## src/rtl/mem_arbiter.sv

```systemverilog
// mem_arbiter: shares one single-port mem_controller between the CPU data
// port and the camera frame-writer. The CPU has fixed priority. A starvation
// counter forces a camera grant after MAX_WAIT consecutive denied cycles. The
// winner is registered onto the memory bus. A {valid, owner} tag pipeline sends
// returned read data back to the requester that issued the read.
// Optional: define MEM_ARB_STATS_EN to add the grant counters and the
// cam_starved flag.
module mem_arbiter #(
  parameter int ADDR_W   = 32,
  parameter int DATA_W   = 32,
  parameter int READ_LAT = 0,
  parameter int MAX_WAIT = 4
) (
  input  logic              clk,
  input  logic              reset,
  input  logic              cpu_req,
  input  logic              cpu_we,
  input  logic [ADDR_W-1:0] cpu_addr,
  input  logic [DATA_W-1:0] cpu_wdata,
  output logic              cpu_gnt,
  output logic [DATA_W-1:0] cpu_rdata,
  output logic              cpu_rvalid,
  input  logic              cam_req,
  input  logic              cam_we,
  input  logic [ADDR_W-1:0] cam_addr,
  input  logic [DATA_W-1:0] cam_wdata,
  output logic              cam_gnt,
  output logic [DATA_W-1:0] cam_rdata,
  output logic              cam_rvalid,
  output logic [ADDR_W-1:0] mem_address,
  output logic [DATA_W-1:0] mem_data_in,
  output logic              mem_we,
  input  logic [DATA_W-1:0] mem_data_out
`ifdef MEM_ARB_STATS_EN
  ,
  output logic [15:0]       cpu_grant_cnt,
  output logic [15:0]       cam_grant_cnt,
  output logic              cam_starved
`endif
);

  localparam logic [3:0] MAX_WAIT_C = 4'(MAX_WAIT);

  logic [3:0]        wait_cnt;
  logic              force_cam;
  logic [READ_LAT:0] tag_vld;
  logic [READ_LAT:0] tag_cam;
  logic              ret_vld;
  logic              ret_cam;

  // Grant decode: CPU wins unless the camera has waited MAX_WAIT cycles.
  // No grants while reset is held.
  always_comb begin
    force_cam = cam_req && (wait_cnt == MAX_WAIT_C);
    cpu_gnt   = !reset && cpu_req && !force_cam;
    cam_gnt   = !reset && cam_req && (force_cam || !cpu_req);
  end

  // Starvation counter: count denied camera cycles, saturating at MAX_WAIT.
  always_ff @(posedge clk) begin
    if (reset) begin
      wait_cnt <= '0;
    end else if (cam_gnt) begin
      wait_cnt <= '0;
    end else if (cam_req && (wait_cnt < MAX_WAIT_C)) begin
      wait_cnt <= wait_cnt + 4'd1;
    end
  end

  // Register the accepted request onto the memory bus.
  // Address and data hold their values when the bus is idle.
  always_ff @(posedge clk) begin
    if (reset) begin
      mem_address <= '0;
      mem_data_in <= '0;
      mem_we      <= 1'b0;
    end else if (cpu_gnt) begin
      mem_address <= cpu_addr;
      mem_data_in <= cpu_wdata;
      mem_we      <= cpu_we;
    end else if (cam_gnt) begin
      mem_address <= cam_addr;
      mem_data_in <= cam_wdata;
      mem_we      <= cam_we;
    end else begin
      mem_we      <= 1'b0;
    end
  end

  // Read tag pipeline. Stage k is valid in the (k+1)th cycle after the grant,
  // so the last stage lines up with valid mem_data_out.
  always_ff @(posedge clk) begin
    if (reset) begin
      tag_vld <= '0;
      tag_cam <= '0;
    end else begin
      tag_vld[0] <= (cpu_gnt && !cpu_we) || (cam_gnt && !cam_we);
      tag_cam[0] <= cam_gnt;
      for (int i = 1; i <= READ_LAT; i++) begin
        tag_vld[i] <= tag_vld[i-1];
        tag_cam[i] <= tag_cam[i-1];
      end
    end
  end

  assign ret_vld = tag_vld[READ_LAT];
  assign ret_cam = tag_cam[READ_LAT];

  // Capture returning read data for its owner.
  // The other requester keeps its last data.
  always_ff @(posedge clk) begin
    if (reset) begin
      cpu_rdata  <= '0;
      cam_rdata  <= '0;
      cpu_rvalid <= 1'b0;
      cam_rvalid <= 1'b0;
    end else begin
      cpu_rvalid <= ret_vld && !ret_cam;
      cam_rvalid <= ret_vld && ret_cam;
      if (ret_vld && !ret_cam) cpu_rdata <= mem_data_out;
      if (ret_vld && ret_cam)  cam_rdata <= mem_data_out;
    end
  end

`ifdef MEM_ARB_STATS_EN
  // Saturating grant counters.
  // cam_starved flags the cycle after a forced camera grant.
  always_ff @(posedge clk) begin
    if (reset) begin
      cpu_grant_cnt <= '0;
      cam_grant_cnt <= '0;
      cam_starved   <= 1'b0;
    end else begin
      if (cpu_gnt && (cpu_grant_cnt != 16'hFFFF)) cpu_grant_cnt <= cpu_grant_cnt + 16'd1;
      if (cam_gnt && (cam_grant_cnt != 16'hFFFF)) cam_grant_cnt <= cam_grant_cnt + 16'd1;
      cam_starved <= cam_gnt && force_cam;
    end
  end
`endif

endmodule

```

## config.mk

```make
export PLATFORM = sky130hd
export DESIGN_NAME = mem_arbiter
export DESIGN_NICKNAME = d
export VERILOG_FILES = /design/src/rtl/mem_arbiter.sv
export SDC_FILE = /design/constraint.sdc
export NUM_CORES = 1
export LEC_CHECK = 0
export BUFFER_PORTS_ARGS = -buffer_cell sky130_fd_sc_hd__buf_2
export CAP_MARGIN = 20
export CORE_MARGIN = 5
export CORE_UTILIZATION = 45
export CTS_CLUSTER_DIAMETER = 40
export CTS_CLUSTER_SIZE = 20
export DETAILED_ROUTE_END_ITERATION = 8
export PLACE_DENSITY = 0.8
export SLEW_MARGIN = 40
export SYNTH_ARGS = -nofsm -noshare
export SYNTH_HDL_FRONTEND = slang
export SYNTH_SLANG_ARGS = --single-unit
```

## constraint.sdc

```tcl
create_clock -name clk -period 2.1 [get_ports clk]
set_clock_uncertainty 0.05 [all_clocks]
set_input_delay 0.21 -clock clk [delete_from_list [all_inputs] [get_ports clk]]
set_output_delay 0.21 -clock clk [all_outputs]
set_load 0.03 [all_outputs]
```

Word level (Yosys, flattened, before mapping)

Index checks and enable logic that the tools add are counted.

Register bits after elaboration: 137
Word-level logic and storage cells: 39

$add $sub $neg: 1
$lt $le $gt $ge: 1
Equality and inequality tests: 1
Mux-type cells: 6
Reductions and logical operators: 20

Operators with widths:

| kind                                                | count |
|---|---|
| 2-to-1 mux 32 bit                                   | 4 |
| logical AND 1 bit                                   | 10 |
| logical NOT 1 bit                                   | 6 |
| adder 4 x 1 -> 4 bit (second input constant)        | 1 |
| == test 4 x 3 -> 1 bit (second input constant)      | 1 |
| < comparator 4 x 3 -> 1 bit (second input constant) | 1 |
| logical OR 1 bit                                    | 2 |
| 2-to-1 mux 1 bit                                    | 2 |
| nonzero test 2 bit                                  | 1 |
| OR reduction 2 bit                                  | 1 |

Longest topological paths before layout

Word-level depth: 6
Depth in mapped cells: 8
Depth with buffers taken out: 5

Least setup slack after synthesis

OpenSTA, ideal clock, no wires.

Path kind: flip-flop to flip-flop
Start point: register wait_cnt[0]
End point: register mem_we
Arrival: 1.450 ns
Path slack: 0.538 ns
Cell stages (with the launch flop): 6
Buffers on the path: 0
Cells stage by stage: dfxtp_1 inv_1 ha_1 nand4b_4 a21oi_1 a22o_1

Cells in the longest elaborated chain, start to end: 6
Elaborated cells between the ends (all ways): 8
Classes of those cells: eq/ne (1); mux (2); reduce/logical (5)

Ends and longest elaborated chain:

| what                     | line | source |
|---|---|---|
| start: declaration       | 44   | `logic [3:0] wait_cnt;` |
| start signal: assignment | 66   | `wait_cnt <= wait_cnt + 4'd1;` |
| == test 4 x 3 -> 1 bit   | 54   | `force_cam = cam_req && (wait_cnt == MAX_WAIT_C);` |
| logical AND 1 bit        | 54   |  |
| logical OR 1 bit         | 56   | `cam_gnt = !reset && cam_req && (force_cam \|\| !cpu_req);` |
| logical AND 1 bit        | 56   |  |
| net cam_gnt              | 27   | `output logic cam_gnt,` |
| 2-to-1 mux 1 bit         | 81   | `end else if (cam_gnt) begin` |
| 2-to-1 mux 1 bit         | 77   | `end else if (cpu_gnt) begin` |
| end signal: assignment   | 80   | `mem_we <= cpu_we;` |
| end signal: assignment   | 84   | `mem_we <= cam_we;` |
| end: declaration         | 32   | `output logic mem_we,` |

The timed path passes the listed nets, and every way through them passes these cells.
A chain may end at the register's enable or synchronous reset.

Worst setup path in the final report

Start point: register wait_cnt[0]
End point: output port cpu_gnt

Cells in the longest elaborated chain, start to end: 4

Ends and longest elaborated chain:

| what                   | line | source |
|---|---|---|
| == test 4 x 3 -> 1 bit | 54   |  |
| logical AND 1 bit      | 54   |  |
| logical NOT 1 bit      | 55   | `cpu_gnt = !reset && cpu_req && !force_cam;` |
| logical AND 1 bit      | 55   |  |
| end: declaration       | 20   | `output logic cpu_gnt,` |

Every way passes these cells.

==> summary.txt <==
Route
  • Post-DRT Antenna Nets: 0
  • Residual DRC: 0
  • Pre-Repair DR Iteration Count: 5
  • Vias per cell: 5.24
  • DR WL/cell: 18.4 microns
  • Final wirelength: 21300 microns
  • Vias: 6067
  • Drt initial violations: 727

Floorplanning
  • Row count: 40
  • Core Area: 12100 sq um
  • Starting density of the core: 46.3%
  • DIE AREA: 14800 sq um
  • Top Ports: 299
  • Die width: 122 microns
  • Chip height: 122 microns

Clocking
  • H-tree depth: 4
  • Clock Sinks: 137
  • CTS tree: done
  • Longest Clk Path Bufs: 2
  • Worst-path clk slew: 0.06 ns
  • CTS Buf Count: 17
  • Clock insertion delay at the later pin of the skew report: 0.41 ns
  • Post-CTS Setup Bufs: 0
  • Root Driver: clkbuf_16

Synth
  • Syn_area_per_cell: 9.18 sq um
  • Syn Std Cell Area: 5610 sq um
  • Sequential element share of the synthesized area: 48.9%
  • Synth top area share: 48.9%
  • Post-synth cell types: 24
  • Number of flops mapped to enable cells by yosys: 0
  • Ys Warns: 0
  • Predominant post-synthesis flop cell: dfxtp_1
  • Cell with the most instances after synthesis: dfxtp_1
  • Async set or reset register ratio after synthesis: 0%
  • Syn Inst Count: 611
  • Largest area contributor in the netlist: dfxtp_1
  • Net Count, Synth: 779
  • Area contributors post-synth: dfxtp_1 (49%), mux2i_1 (12%), nand2_1 (8.6%)
  • Post-synth top cells: dfxtp_1 (137), nand2_1 (129), a21oi_1 (66)
  • Yosys reg bits: 137

Cells and area
  • # fillers: 867
  • Core Util, Final: 72.3%
  • Layout cell share with drive strength beyond 1: 38.6%
  • Area growth syn-to-layout: 56.1%
  • Final net count: 1141
  • Final instance area: 8750 sq um

Global routing
  • Vias in the first global route: 6129
  • Pin count of the biggest net entering global routing: 65
  • GRT overflow: 0
  • First-pass GRT wire length: 32300 microns
  • Initial antenna violation count: 1
  • Global Route Usage Sum: 27.8%

Power and ir drop
  • Power Density: 845 nW/um^2
  • Total power: 7.40 mW
  • VDD IR max: 569 uV
  • Leakage power: 4.11 nW

Worst setup path
  • Crit-path max FO: 13
  • CP max stage cell: dfxtp_1
  • Crit-path max cell delay: 0.37 ns
  • Crit Path Class: flip-flop to output port
  • Crit-path cells: inv_1, ha_1, nand4b_4, and2_4, buf_2
  • Startpoint type of the worst setup path: flip-flop
  • Critical Path AT: 1.72 ns
  • CP endpoint kind: output port
  • Required @ worst endpoint: 1.84 ns

Place
  • Setup WS pre-CTS: 0.349 ns
  • DP Area: 7200 sq um
  • IO Port Bufs: 298
  • DP HPWL: 12900 microns
  • GP Congestion: 0.811

Run
  • Maxcap violations: 0

Timing
  • Fin crit share: 94.1%
  • F_max: 0.506 GHz
  • Relative slew slack: 53.4%
  • TNS Setup: 0 ns
  • Slew Viols, Final: 0
  • Final Hold Viols: 0
  • Endpoints failing setup: 0
  • Tmin final: 1.98 ns
  • Final worst slack: 0.124 ns
  • Worst Tran Pin Value: 0.699 ns
  • RSZ-0062 raised after global routing: no

Run status
  • Status: complete, no violations

Min path
  • HP Class: input pin to flip-flop
## repair_timing
item,4_1_cts,5_1_grt
hold endpoints to repair,109,0
resized for setup,1,0
hold buffers,88,0
endpoints found under the setup margin,1,0
## kinds of logic after synthesis
group	share of synthesized area [%]
AOI/OAI and AO/OA	17.6
xor gates and xnor gates	0.156
adders and majority gates	0.446
buffers and inverters	5.24
DFF	48.9
muxes	11.6
and+or+nand+nor	16.1
## metal layers
layer  vias to the layer above  global-route usage (%)  part of all wire [%]
met2                       314                    48.7                    51
met4                         0                    14.7                   4.0
met5                         -                       0                     0
li1                       2860                       -                     -
met1                      2837                    30.0                    36
met3                        56                    8.50                   8.8
## worst max-delay path, delay by kind of cell (launching register included)
| kind | cells | cell delay (ns) |
|---|---|---|
| flip-flops | 1 | 0.37 |
| AND/OR/NAND/NOR | 2 | 0.41 |
| adder cells (fa/ha/maj) | 1 | 0.22 |
| buffers and inverters | 2 | 0.30 |
## flip-flops by register name (all words and copies together), names as in the netlist
signal,flops
cam_rdata,32
cam_rvalid,1
wait_cnt,4
mem_address,32
ret_cam,1
cpu_rvalid,1
cpu_rdata,32
mem_we,1
mem_data_in,32
ret_vld,1
## cells in the final DEF (no fill, tap or decap)
cell type / Yosys / routed
mux2i_1: 65 / 65
a22o_1: 2 / 2
nor3b_1: 1 / 1
nand4b_4: 1 / 1
nor2b_4: 0 / 1
nand2_1: 129 / 129
nand3b_1: 1 / 1
dfxtp_1: 137 / 137
o31ai_2: 30 / 30
dlygate4sd3_1: 0 / 88
o31ai_1: 34 / 34
buf_4: 1 / 17
inv_6: 0 / 2
buf_2: 13 / 296
xnor2_1: 1 / 1
ha_1: 2 / 2
clkinvlp_4: 0 / 4
and2_1: 2 / 1
inv_1: 5 / 5
nand2b_1: 2 / 2
clkinv_4: 0 / 2
clkbuf_8: 0 / 1
buf_12: 0 / 2
nor2b_2: 0 / 1
nand3_1: 64 / 64
a31oi_1: 1 / 1
clkbuf_16: 0 / 17
diode_2: 0 / 3
nor2_1: 6 / 6
bufinv_16: 0 / 5
clkinv_2: 0 / 1
and2_4: 0 / 1
a21oi_1: 66 / 66
## path summary, 6_finish.rpt
check	from	end	slack (ns)	cells after the start
worst max-delay path	wait_cnt[0]	cpu_gnt	0.12	5
worst max register to register	wait_cnt[0]	mem_we	0.15	6
worst min register to register	cpu_rdata[23]	cpu_rdata[23]	0.40	2
worst min-delay path	cpu_wdata[18]	mem_data_in[18]	0.002	3
## power by group
part           total, mW  internal, mW  switching (mW)
logic               1.25         0.500           0.750
registers           2.83          2.75          0.0788
clock network       3.32          2.15            1.17
total               7.40          5.40            2.00
## area by class of cell
type	instances	area, sq um	share of cell area, %
sequential	137	2740	31.3
clock buffer	18	439	5.02
inverter	5	18.8	0.214
multi-input combinational	409	2580	29.5
antenna	3	7.51	0.0858
clock inverter	14	220	2.52
timing repair buffer	403	2530	28.9
tap	168	210	2.40
## stage by stage
stage                     hold WS, ns  std cells
final                         0.00162       1157
after global routing          0.00390       1155
after CTS                   0.0000857       1154
after detailed placement        0.381       1034
after global placement          0.376       1034
after floorplan                 0.285        611
Note: power is estimated with default switching activity, not from simulation.
